<file path="src/rtl/frame_min_tracker.sv">
// rtl/frame_min_tracker.sv - per-frame minimum/index reducer with valid/ready result hold
// Optional FRAME_MIN_TRACKER_MAX_EN adds the out_max frame maximum output.
module frame_min_tracker #(
  parameter int DATA_W    = 8,
  parameter int FRAME_LEN = 16,
  parameter int IDX_W     = 8
) (
  input  logic              clk,
  input  logic              rst,
  input  logic              clear,
  input  logic              in_valid,
  output logic              in_ready,
  input  logic [DATA_W-1:0] in_data,
  output logic              out_valid,
  input  logic              out_ready,
  output logic [DATA_W-1:0] out_min,
  output logic [IDX_W-1:0]  out_idx,
`ifdef FRAME_MIN_TRACKER_MAX_EN
  output logic [DATA_W-1:0] out_max,
`endif
  output logic              busy
);

  typedef enum logic [1:0] {IDLE, ACCUM, HOLD} state_t;

  localparam bit               SINGLE = (FRAME_LEN == 1);
  localparam logic [IDX_W-1:0] LAST   = IDX_W'(FRAME_LEN - 1);

  state_t             state_q, state_d;
  logic [IDX_W-1:0]   count_q, count_d;
  logic [DATA_W-1:0]  run_min_q, run_min_d;
  logic [IDX_W-1:0]   run_idx_q, run_idx_d;
  logic [DATA_W-1:0]  out_min_q, out_min_d;
  logic [IDX_W-1:0]   out_idx_q, out_idx_d;
  logic [DATA_W-1:0]  new_min;
  logic [IDX_W-1:0]   new_idx;
`ifdef FRAME_MIN_TRACKER_MAX_EN
  logic [DATA_W-1:0]  run_max_q, run_max_d;
  logic [DATA_W-1:0]  out_max_q, out_max_d;
  logic [DATA_W-1:0]  new_max;
`endif

  always_comb begin
    state_d   = state_q;
    count_d   = count_q;
    run_min_d = run_min_q;
    run_idx_d = run_idx_q;
    out_min_d = out_min_q;
    out_idx_d = out_idx_q;
    // Strict compare keeps the earliest index on ties
    new_min   = (in_data < run_min_q) ? in_data : run_min_q;
    new_idx   = (in_data < run_min_q) ? count_q : run_idx_q;
`ifdef FRAME_MIN_TRACKER_MAX_EN
    run_max_d = run_max_q;
    out_max_d = out_max_q;
    new_max   = (in_data > run_max_q) ? in_data : run_max_q;
`endif
    case (state_q)
      IDLE: begin
        if (clear) begin
          count_d = '0;
        end else if (in_valid) begin
          run_min_d = in_data;
          run_idx_d = '0;
`ifdef FRAME_MIN_TRACKER_MAX_EN
          run_max_d = in_data;
`endif
          if (SINGLE) begin
            out_min_d = in_data;
            out_idx_d = '0;
`ifdef FRAME_MIN_TRACKER_MAX_EN
            out_max_d = in_data;
`endif
            count_d   = '0;
            state_d   = HOLD;
          end else begin
            count_d = IDX_W'(1);
            state_d = ACCUM;
          end
        end
      end
      ACCUM: begin
        if (clear) begin
          count_d = '0;
          state_d = IDLE;
        end else if (in_valid) begin
          if (count_q == LAST) begin
            out_min_d = new_min;
            out_idx_d = new_idx;
`ifdef FRAME_MIN_TRACKER_MAX_EN
            out_max_d = new_max;
`endif
            count_d   = '0;
            state_d   = HOLD;
          end else begin
            run_min_d = new_min;
            run_idx_d = new_idx;
`ifdef FRAME_MIN_TRACKER_MAX_EN
            run_max_d = new_max;
`endif
            count_d   = count_q + IDX_W'(1);
          end
        end
      end
      HOLD: begin
        // clear is ignored here so a finished result is never dropped
        if (out_ready) state_d = IDLE;
      end
      default: state_d = IDLE;
    endcase
  end

  always_ff @(posedge clk or posedge rst) begin
    if (rst) begin
      state_q   <= IDLE;
      count_q   <= '0;
      run_min_q <= '0;
      run_idx_q <= '0;
      out_min_q <= '0;
      out_idx_q <= '0;
`ifdef FRAME_MIN_TRACKER_MAX_EN
      run_max_q <= '0;
      out_max_q <= '0;
`endif
    end else begin
      state_q   <= state_d;
      count_q   <= count_d;
      run_min_q <= run_min_d;
      run_idx_q <= run_idx_d;
      out_min_q <= out_min_d;
      out_idx_q <= out_idx_d;
`ifdef FRAME_MIN_TRACKER_MAX_EN
      run_max_q <= run_max_d;
      out_max_q <= out_max_d;
`endif
    end
  end

  assign in_ready  = (state_q != HOLD);
  assign out_valid = (state_q == HOLD);
  assign busy      = (state_q == ACCUM);
  assign out_min   = out_min_q;
  assign out_idx   = out_idx_q;
`ifdef FRAME_MIN_TRACKER_MAX_EN
  assign out_max   = out_max_q;
`endif

endmodule
</file>
<file path="config.mk">
export PLATFORM = sky130hd
export DESIGN_NAME = frame_min_tracker
export DESIGN_NICKNAME = d
export VERILOG_FILES = /design/src/rtl/frame_min_tracker.sv
export SDC_FILE = /design/constraint.sdc
export NUM_CORES = 1
export LEC_CHECK = 0
export ABC_AREA = 1
export CAP_MARGIN = 20
export CORE_MARGIN = 2
export CORE_UTILIZATION = 30
export CTS_BUF_LIST = sky130_fd_sc_hd__clkbuf_16
export CTS_CLUSTER_DIAMETER = 200
export CTS_CLUSTER_SIZE = 12
export DETAILED_ROUTE_END_ITERATION = 10
export PLACE_DENSITY = 0.56
export REMOVE_ABC_BUFFERS = 1
export SKIP_LAST_GASP = 1
export SLEW_MARGIN = 25
export SYNTH_ARGS = -nofsm -noshare
export SYNTH_HDL_FRONTEND = slang
export SYNTH_SLANG_ARGS = --single-unit
</file>
<file path="constraint.sdc">
create_clock -name clk -period 1.59 [get_ports clk]
set_input_delay 0.2385 -clock clk [delete_from_list [all_inputs] [get_ports clk]]
set_output_delay 0.2385 -clock clk [all_outputs]
set_load 0.005 [all_outputs]
</file>
# Yosys cells after proc, flatten, opt, wreduce, memory -nomap -nowiden
# Index checks and enable logic that the tools add are counted.
# Widths: inputs -> output; s select.
# op_classes
n_mux	27
n_shift	0
n_lt_le_gt_ge	1
mul	0
div_mod_pow	0
n_eq_ne	13
bitwise	1
n_reduce_logical	6
n_addsub	1
# ops
op	count
$mux 8	17
$pmux 8 s2	3
$mux 2	6
$ne 2x2->1 const B	6
$add 8x1->8 const B	1
$eq 8x4->1 const B	1
$lt 8x8->1	1
$ne 3x3->1 const B	2
$pmux 2 s3	1
$reduce_and 6->1	1
$reduce_and 5->1	1
$reduce_and 4->1	1
$ne 3x2->1 const B	1
$reduce_and 3->1	1
$eq 2x1->1 const B	1
$eq 2x2->1 const B	1
$logic_not 2->1	1
$ne 2x1->1 const B	1
$reduce_bool 2->1	1
$not 1->1	1
# word_totals
ram_bits	0
n_memories	0
latchBits	0
inputBits	13
out_inout_bits	19
wordCells	55
mem_bits_ro	0
ff_bits	42

# Depth between registers and ports, before layout
# Gate-level depths: netlist (run 1).
# logic_depth
depth_word	6
depth_mapped	13
ltp_nobuf	12

# Worst setup path before layout (run 1)
# OpenSTA, ideal clock, no wires.
# synth_timing
kind	register -> register
from	reg run_min_q[7]
to	reg run_min_q[0]
t_arrival_ns	1.569
path_stages_with_launch	14
setup_ns	0.116
period_less_slack_ns	1.685
n_path_buf	2
slack_ns	-0.095
required_ns	1.474
path_cell_list	dfrtp_1 -> inv_1 -> ha_1 -> nand2_1 -> inv_1 -> nor2_1 -> o21a_1 -> buf_2 -> nand2_2 -> buf_2 -> nand2_1 -> nand3_1 -> nand2_1 -> nand2_1
# synth_via
elab_chain_len	6
# synth_rtl
item	line	text
start: declaration	31	logic [DATA_W-1:0] run_min_q, run_min_d;
start signal: assignment	128	run_min_q <= run_min_d;
$lt 8x8->1	51	new_min = (in_data < run_min_q) ? in_data : run_min_q;
$mux 8	51	
$mux 8	87	if (count_q == LAST) begin
$mux 8	86	end else if (in_valid) begin
$mux 8	83	if (clear) begin
$pmux 8 s2	58	case (state_q)
# No other way between the ends. The select of a mux whose other input is x is not followed.
# A chain may end at the register's enable or synchronous reset.

# Worst setup path in the final report (run 1)
# layout_timing
from	reg run_min_q[7]
to	reg run_min_q[6]
# The elaborated chain is that of the path after synthesis.

==> flow_summary.ini, run 1 <==
[routing]
ant_nets = 0
wirelength_um = 6540
drt-initial-drc-count = 102
via_per_inst = 4.67
dr_total_vias = 2322
wl_per_cell_um = 13.2
drtPass1Iterations = 4
drcViolationCount = 0

[synth]
synth-seq-area-share_pct = 43.5
ys.flop_type = dfrtp_1
ys.warnings.count = 0
synthTopCellsByArea = dfrtp_1 44%, nand2_1 16%, nand3_1 8.9%
syn_avg_cell_area_sq_um = 7.50
synthTopCellsByCount = 103 x nand2_1, 43 x nand3_1, 42 x dfrtp_1
yosysUniqueCellTypes = 25
yosysTopAreaCell = dfrtp_1
synth.top_cell.area_share_pct = 43.5
syn_area_sq_um = 2420
synth-edff-count = 0
synth_async_sr_flop_share_pct = 100
synth.most_common_cell = nand2_1
synth_seq_cells = 42
netlist_instances = 322

[global_routing]
grtUsageTotal_pct = 14.9
grt_pass1_vias = 2209
grt_max_degree = 43
antenna_found_initial = 0
grt_pass1_wl_um = 10300
overflow = 0

[worst_setup_path]
r2r_cells = 11
cp_max_fo = 8
arrival_ns = 1.88
r2r_slack_ns = -0.07
critPathLaunchType = register
crit_required_ns = 1.81
path_class = register to register
endpoint_kind = register

[clock_tree]
numCtsBuffers = 5
clk_pin_slew_ns = 0.06
h-tree-depth = 2
insertion_delay_ns = 0.28
cts.path.max_buffers = 2
clock-sinks = 42
cts_root_buf = clkbuf_16
cts_tree = done

[timing]
max_freq_ghz = 0.601
hold_viol_final = 0
finClkSkew_ns = 0.00426
fin_crit_sh_pct = 105
worstMarginPinSlew_ns = 0.452
finalWorstSetupSlack_ns = -0.0738
final.min_clock_period_ns = 1.66
final-setup-viol-count = 29
rsz0062_at_grt = yes
slew_headroom_pct = 69.7
slew_violations = 0

[cells_and_area]
antenna_cells = 0
final_cells = 497
syn_to_final_growth_pct = 54.7
design_area_sq_um = 3740
fin_nets = 415
layout-drive-gt1-share_pct = 34.2

[place]
dp_hpwl_um = 4100
port_buffers = 31
dpl.cell_count = 478
postPlaceCellArea_sq_um = 3060
gp_congestion = 0.806

[die]
rows = 32
io_pins = 32
coreArea_sq_um = 7770
dieArea_sq_um = 8790
die_h_um = 93.7
initial_core_util_pct = 31.1
die-width_um = 93.7

[power]
peakVddDrop_mv = 0.606
p_leak_nw = 1.84
p_per_area_nw_per_um2 = 1570

[outcome]
violations = negative setup slack
outcome = finished with violations

[hold_path]
hold_class = input port to async pin

[job]
drv_cap = 0
[final timing paths]
check / from / endpoint
hold reg to reg: out_idx[3]$_DFFE_PP0P_ / out_idx[3]$_DFFE_PP0P_
min in group clk: out_idx[3]$_DFFE_PP0P_ / out_idx[3]$_DFFE_PP0P_
setup / recovery: run_min_q[7]$_DFFE_PP0P_ / run_min_q[6]$_DFFE_PP0P_
hold / removal: rst / out_min[5]$_DFFE_PP0P_
max in group asynchronous: rst / run_idx_q[1]$_DFFE_PP0P_
setup reg to reg: run_min_q[7]$_DFFE_PP0P_ / run_min_q[6]$_DFFE_PP0P_
[area by class of cell]
cell class	count	area [sq um]
Sequential cell	42	1050
Timing Repair Buffer	73	704
Multi-Input combinational cell	232	1540
Fill cell	772	4030
Clock buffer	5	125
Inverter	40	155
Tap cell	102	128
Clock inverter	3	37.5
[worst max-delay path, stage by stage (launching register included)]
cell and delay [ns]:
dfrtp_1 0.39, inv_2 0.08, ha_4 0.20, nand2_1 0.06, inv_1 0.04, nor2_2 0.09, o21a_4 0.23, buf_8 0.19
nand3_1 0.11, nand3_1 0.10, nand2_1 0.05, nand2_1 0.06
[power by group]
group / total [mW] / switching [mW] / internal [mW]
Sequential: 1.45 / 0.132 / 1.32
Combinational: 3.29 / 1.87 / 1.42
Clock: 1.14 / 0.408 / 0.730
[flip-flops by register name, indices dropped and copies added (netlist names)]
name and count:
out_min 8, run_min_q 8, count_q 8, out_idx 8, run_idx_q 8, state_q 2
[routing by layer]
metal	part of all wire, %	global-route usage, %	vias to the layer above
met5	0	0	-
met4	1.3	5.80	0
met3	3.4	2.41	6
met2	49	23.8	42
met1	46	20.2	1114
li1	-	-	1160
[placed cells by master (no fill, tap or decap)]
cell type and instances:
inv_1 32, buf_4 34, a21oi_2 2, o22ai_1 1, clkdlybuf4s50_1 23, nand2_8 2, nand4_1 4, a21oi_1 2
o21a_4 1, dlygate4sd2_1 7, buf_16 1, nand3_2 17, o21ai_2 2, bufinv_16 1, buf_12 4, dfrtp_1 42
nand3_4 10, ha_2 1, dlymetal6s2s_1 1, nand2_2 21, or2_0 1, nor2_4 4, nor2_1 23, nor2_8 1
inv_4 2, nor3_1 2, clkbuf_16 5, buf_6 2, xor2_1 3, ha_1 4, ha_4 3, nand2_4 9
inv_2 8, nand2_1 85, buf_8 1, o21ai_0 3, nand3_1 17, nor2_2 4, o21ai_1 10
[timing repair]
action | in CTS | in global routing
buffers inserted | 5 | 3
hold buffers | 0 | 0
pin swaps | 1 | 23
setup endpoints to repair | 35 | 34
cloned | 2 | 1
resized for setup | 31 | 70
hold endpoints to repair | 0 | 0
[cell families (layout without fill, tap and decap cells)]
kind of cell / Yosys count / in the layout / synth area share [%]
and+or+nand+nor: 199 / 200 / 37.8
buffers and inverters: 49 / 121 / 8.96
DFF: 42 / 42 / 43.5
AOI/OAI and AO/OA: 21 / 21 / 4.51
adders and majority gates: 8 / 8 / 4.14
xor gates and xnor gates: 3 / 3 / 1.09
[per-stage QoR]
step	power [mW]	setup WS [ns]	hold WS [ns]	util, %	setup TNS (ns)
after floorplan	2.77	-0.265	0.439	-	-6.45
after global placement	3.56	-0.390	0.467	39.3	-11.36
after detailed placement	3.60	-0.445	0.468	39.3	-12.52
after CTS	5.11	-0.0191	0.326	43.6	-0.0565
after global routing	6.31	-0.160	0.336	48.1	-4.26
final	5.88	-0.0738	0.311	48.1	-0.830
Note: power is estimated with default switching activity, not from simulation.
==> run 2, diff against run 1 <==
--- a/config.mk
+++ b/config.mk
@@ -6,7 +6,7 @@
 export NUM_CORES = 1
 export LEC_CHECK = 0
 export ABC_AREA = 1
-export CAP_MARGIN = 20
+export CAP_MARGIN = 25
 export CORE_MARGIN = 2
 export CORE_UTILIZATION = 30
 export CTS_BUF_LIST = sky130_fd_sc_hd__clkbuf_16
==> results of run 2 <==
No change in the layout: final DEF, timing and power equal those of run 1.
==> run 3, diff against run 2 <==
--- a/config.mk
+++ b/config.mk
@@ -13,7 +13,9 @@
 export CTS_CLUSTER_DIAMETER = 200
 export CTS_CLUSTER_SIZE = 12
 export DETAILED_ROUTE_END_ITERATION = 10
-export PLACE_DENSITY = 0.56
+export DONT_BUFFER_PORTS = 1
+export MAX_ROUTING_LAYER = met4
+export PLACE_DENSITY = 0.5
 export REMOVE_ABC_BUFFERS = 1
 export SKIP_LAST_GASP = 1
 export SLEW_MARGIN = 25
==> constraint.sdc (replaced) <==
create_clock -name clk -period 2.2 [get_ports clk]
set_input_delay 0.33 -clock clk [delete_from_list [all_inputs] [get_ports clk]]
set_output_delay 0.33 -clock clk [all_outputs]
set_load 0.005 [all_outputs]
==> run 3 against run 2 <==
Against the previous run: the run now ends clean; global-route usage shrank 0.62 points; design area shrank 28%; fmax shrank 4.9%; clock skew is essentially flat; critical path depth shrank 2; utilization shrank 14 points; combinational power shrank 63%; clock-buffer cell count is the same; largest cell class unchanged; highest routed layer unchanged.
==> flow_summary.ini, run 3 (synthesis gave the netlist of run 1 again) <==
[place]
pre_cts_slack_ns = 0.467
dp_hpwl_um = 3800
dpl.cell_count = 420
port_buffers = 0
gp_congestion = 0.752

[clock_tree]
numCtsBuffers = 5
cts_root_buf = clkbuf_16
cts_tree = done
insertion_delay_ns = 0.28
clock-sinks = 42
cts_resized = 0
hold_buffers = 0
post_cts_buffers = 0
h-tree-depth = 2
clk_pin_slew_ns = 0.06
cts.path.max_buffers = 2

[die]
dieArea_sq_um = 8790
io_pins = 32
initial_core_util_pct = 31.1
rows = 32
die_h_um = 93.7
die-width_um = 93.7
coreArea_sq_um = 7770

[timing]
slew_headroom_pct = 62.3
slew_violations = 0
finalSetupTns_ns = 0
rsz0062_at_grt = no
hold_viol_final = 0
max_freq_ghz = 0.572
worstMarginPinSlew_ns = 0.566
finClkSkew_ns = 0.00408
final-setup-viol-count = 0
final.min_clock_period_ns = 1.75
finalWorstSetupSlack_ns = 0.451
fin_crit_sh_pct = 79.5

[power]
peakVddDrop_mv = 0.402
pwr-share-clk_pct = 27.2
p_leak_nw = 1.41
swShare_pct = 40.0
power.internal_mw = 1.90
p_per_area_nw_per_um2 = 1180
p_seq_share_pct = 33.8
power_mw = 3.16
switchingPower_mw = 1.27
comb_power_share_pct = 38.9

[global_routing]
grt_pass1_vias = 1987
grt_max_degree = 43
overflow = 0
grt_pass1_wl_um = 9580
antenna_found_initial = 0
grtUsageTotal_pct = 14.3

[worst_setup_path]
path_class = register to register
r2r_end = run_min_q[1]$_DFFE_PP0P_
r2r_cells = 9
endpoint_kind = register
arrival_ns = 1.93
crit_required_ns = 2.38
critPathLaunchType = register
r2r_slack_ns = 0.45
cp_max_fo = 16
r2r-start = run_min_q[5]$_DFFE_PP0P_

[routing]
wl_per_cell_um = 13.3
wirelength_um = 5690
dr_total_vias = 2012
drcViolationCount = 0
drt-initial-drc-count = 131
via_per_inst = 4.70
ant_nets = 0
drtPass1Iterations = 4

[cells_and_area]
final_cell_mix = 103 x nand2_1, 43 x nand3_1, 42 x dfrtp_1
fin_nets = 346
syn_to_final_growth_pct = 11.2
multi_input_area_sq_um = 1150
final_cells = 428
final.fill_count = 817
regArea_sq_um = 1050
layout-drive-gt1-share_pct = 12.6
antenna_cells = 0
final_common_cell = nand2_1

[outcome]
outcome = finished clean

[hold_path]
hold_class = input port to async pin

[job]
drv_cap = 0
## run 3: changes by cell type in the layout (fill, tap and decap cells not counted), sizes merged, moves of 2 or more
cell,previous run,this run
clkdlybuf4s50,23,0
clkinv,0,2
inv,42,40
dlygate4sd2,7,0
buf,42,5
## run 3: worst max-delay path by stage
stage / depth (start not counted) / endpoint / from / slack (ns)
after floorplan: 11 / run_min_q[0]$_DFFE_PP0P_ / run_min_q[7]$_DFFE_PP0P_ / 0.34
after global placement: 9 / run_min_q[4]$_DFFE_PP0P_ / run_min_q[5]$_DFFE_PP0P_ / 0.48
after detailed placement: 10 / run_idx_q[7]$_DFFE_PP0P_ / count_q[0]$_DFFE_PP0P_ / 0.47
after CTS: 10 / run_idx_q[6]$_DFFE_PP0P_ / count_q[0]$_DFFE_PP0P_ / 0.45
after global routing: 9 / run_min_q[5]$_DFFE_PP0P_ / run_min_q[5]$_DFFE_PP0P_ / 0.27
final: 9 / run_min_q[1]$_DFFE_PP0P_ / run_min_q[5]$_DFFE_PP0P_ / 0.45
## run 3: critical path, stage by stage, from the launching register on
cell	delay, ns
dfrtp_1	0.38
inv_1	0.06
ha_1	0.29
a21oi_1	0.17
o21a_1	0.16
nand2_2	0.23
nand2_1	0.17
nand3_1	0.08
nand2_1	0.07
nand2_1	0.04
## run 3: metal layers
layer  vias to the layer above  routed length, um  track usage (%)
met5                         -                  0                -
met3                        13                199             2.65
met4                         0                152             6.40
met1                       935               2770             18.7
met2                        49               2570             21.6
li1                       1015                  -                -
## run 3: area by class of cell
| cell class | instances | share of cell area (%) |
|---|---|---|
| Clock inverter | 3 | 1.63 |
| Clock buffer | 5 | 4.66 |
| Tap cell | 102 | 4.75 |
| Sequential cell | 42 | 39.1 |
| Inverter | 40 | 5.68 |
| Multi-Input combinational cell | 231 | 42.8 |
| Timing Repair Buffer | 5 | 1.40 |
## run 3: per-stage QoR
| stage | hold slack, ns | utilization (%) | area, sq um |
|---|---|---|---|
| floorplan | 0.471 | - | 2350 |
| global placement | 0.412 | 32.4 | 2520 |
| detailed placement | 0.401 | 32.4 | 2520 |
| CTS | 0.0990 | 34.6 | 2690 |
| global route | 0.120 | 34.6 | 2690 |
| finish | 0.0639 | 34.6 | 2690 |
## run 3: power by group through the flow
stage	Clock, mW	Sequential [mW]	Combinational, mW
floorplan	0	1.05	0.952
global placement	0	1.08	1.22
detailed placement	0	1.08	1.23
CTS	0.884	1.07	1.24
global route	0.919	1.09	1.45
finish	0.860	1.07	1.23
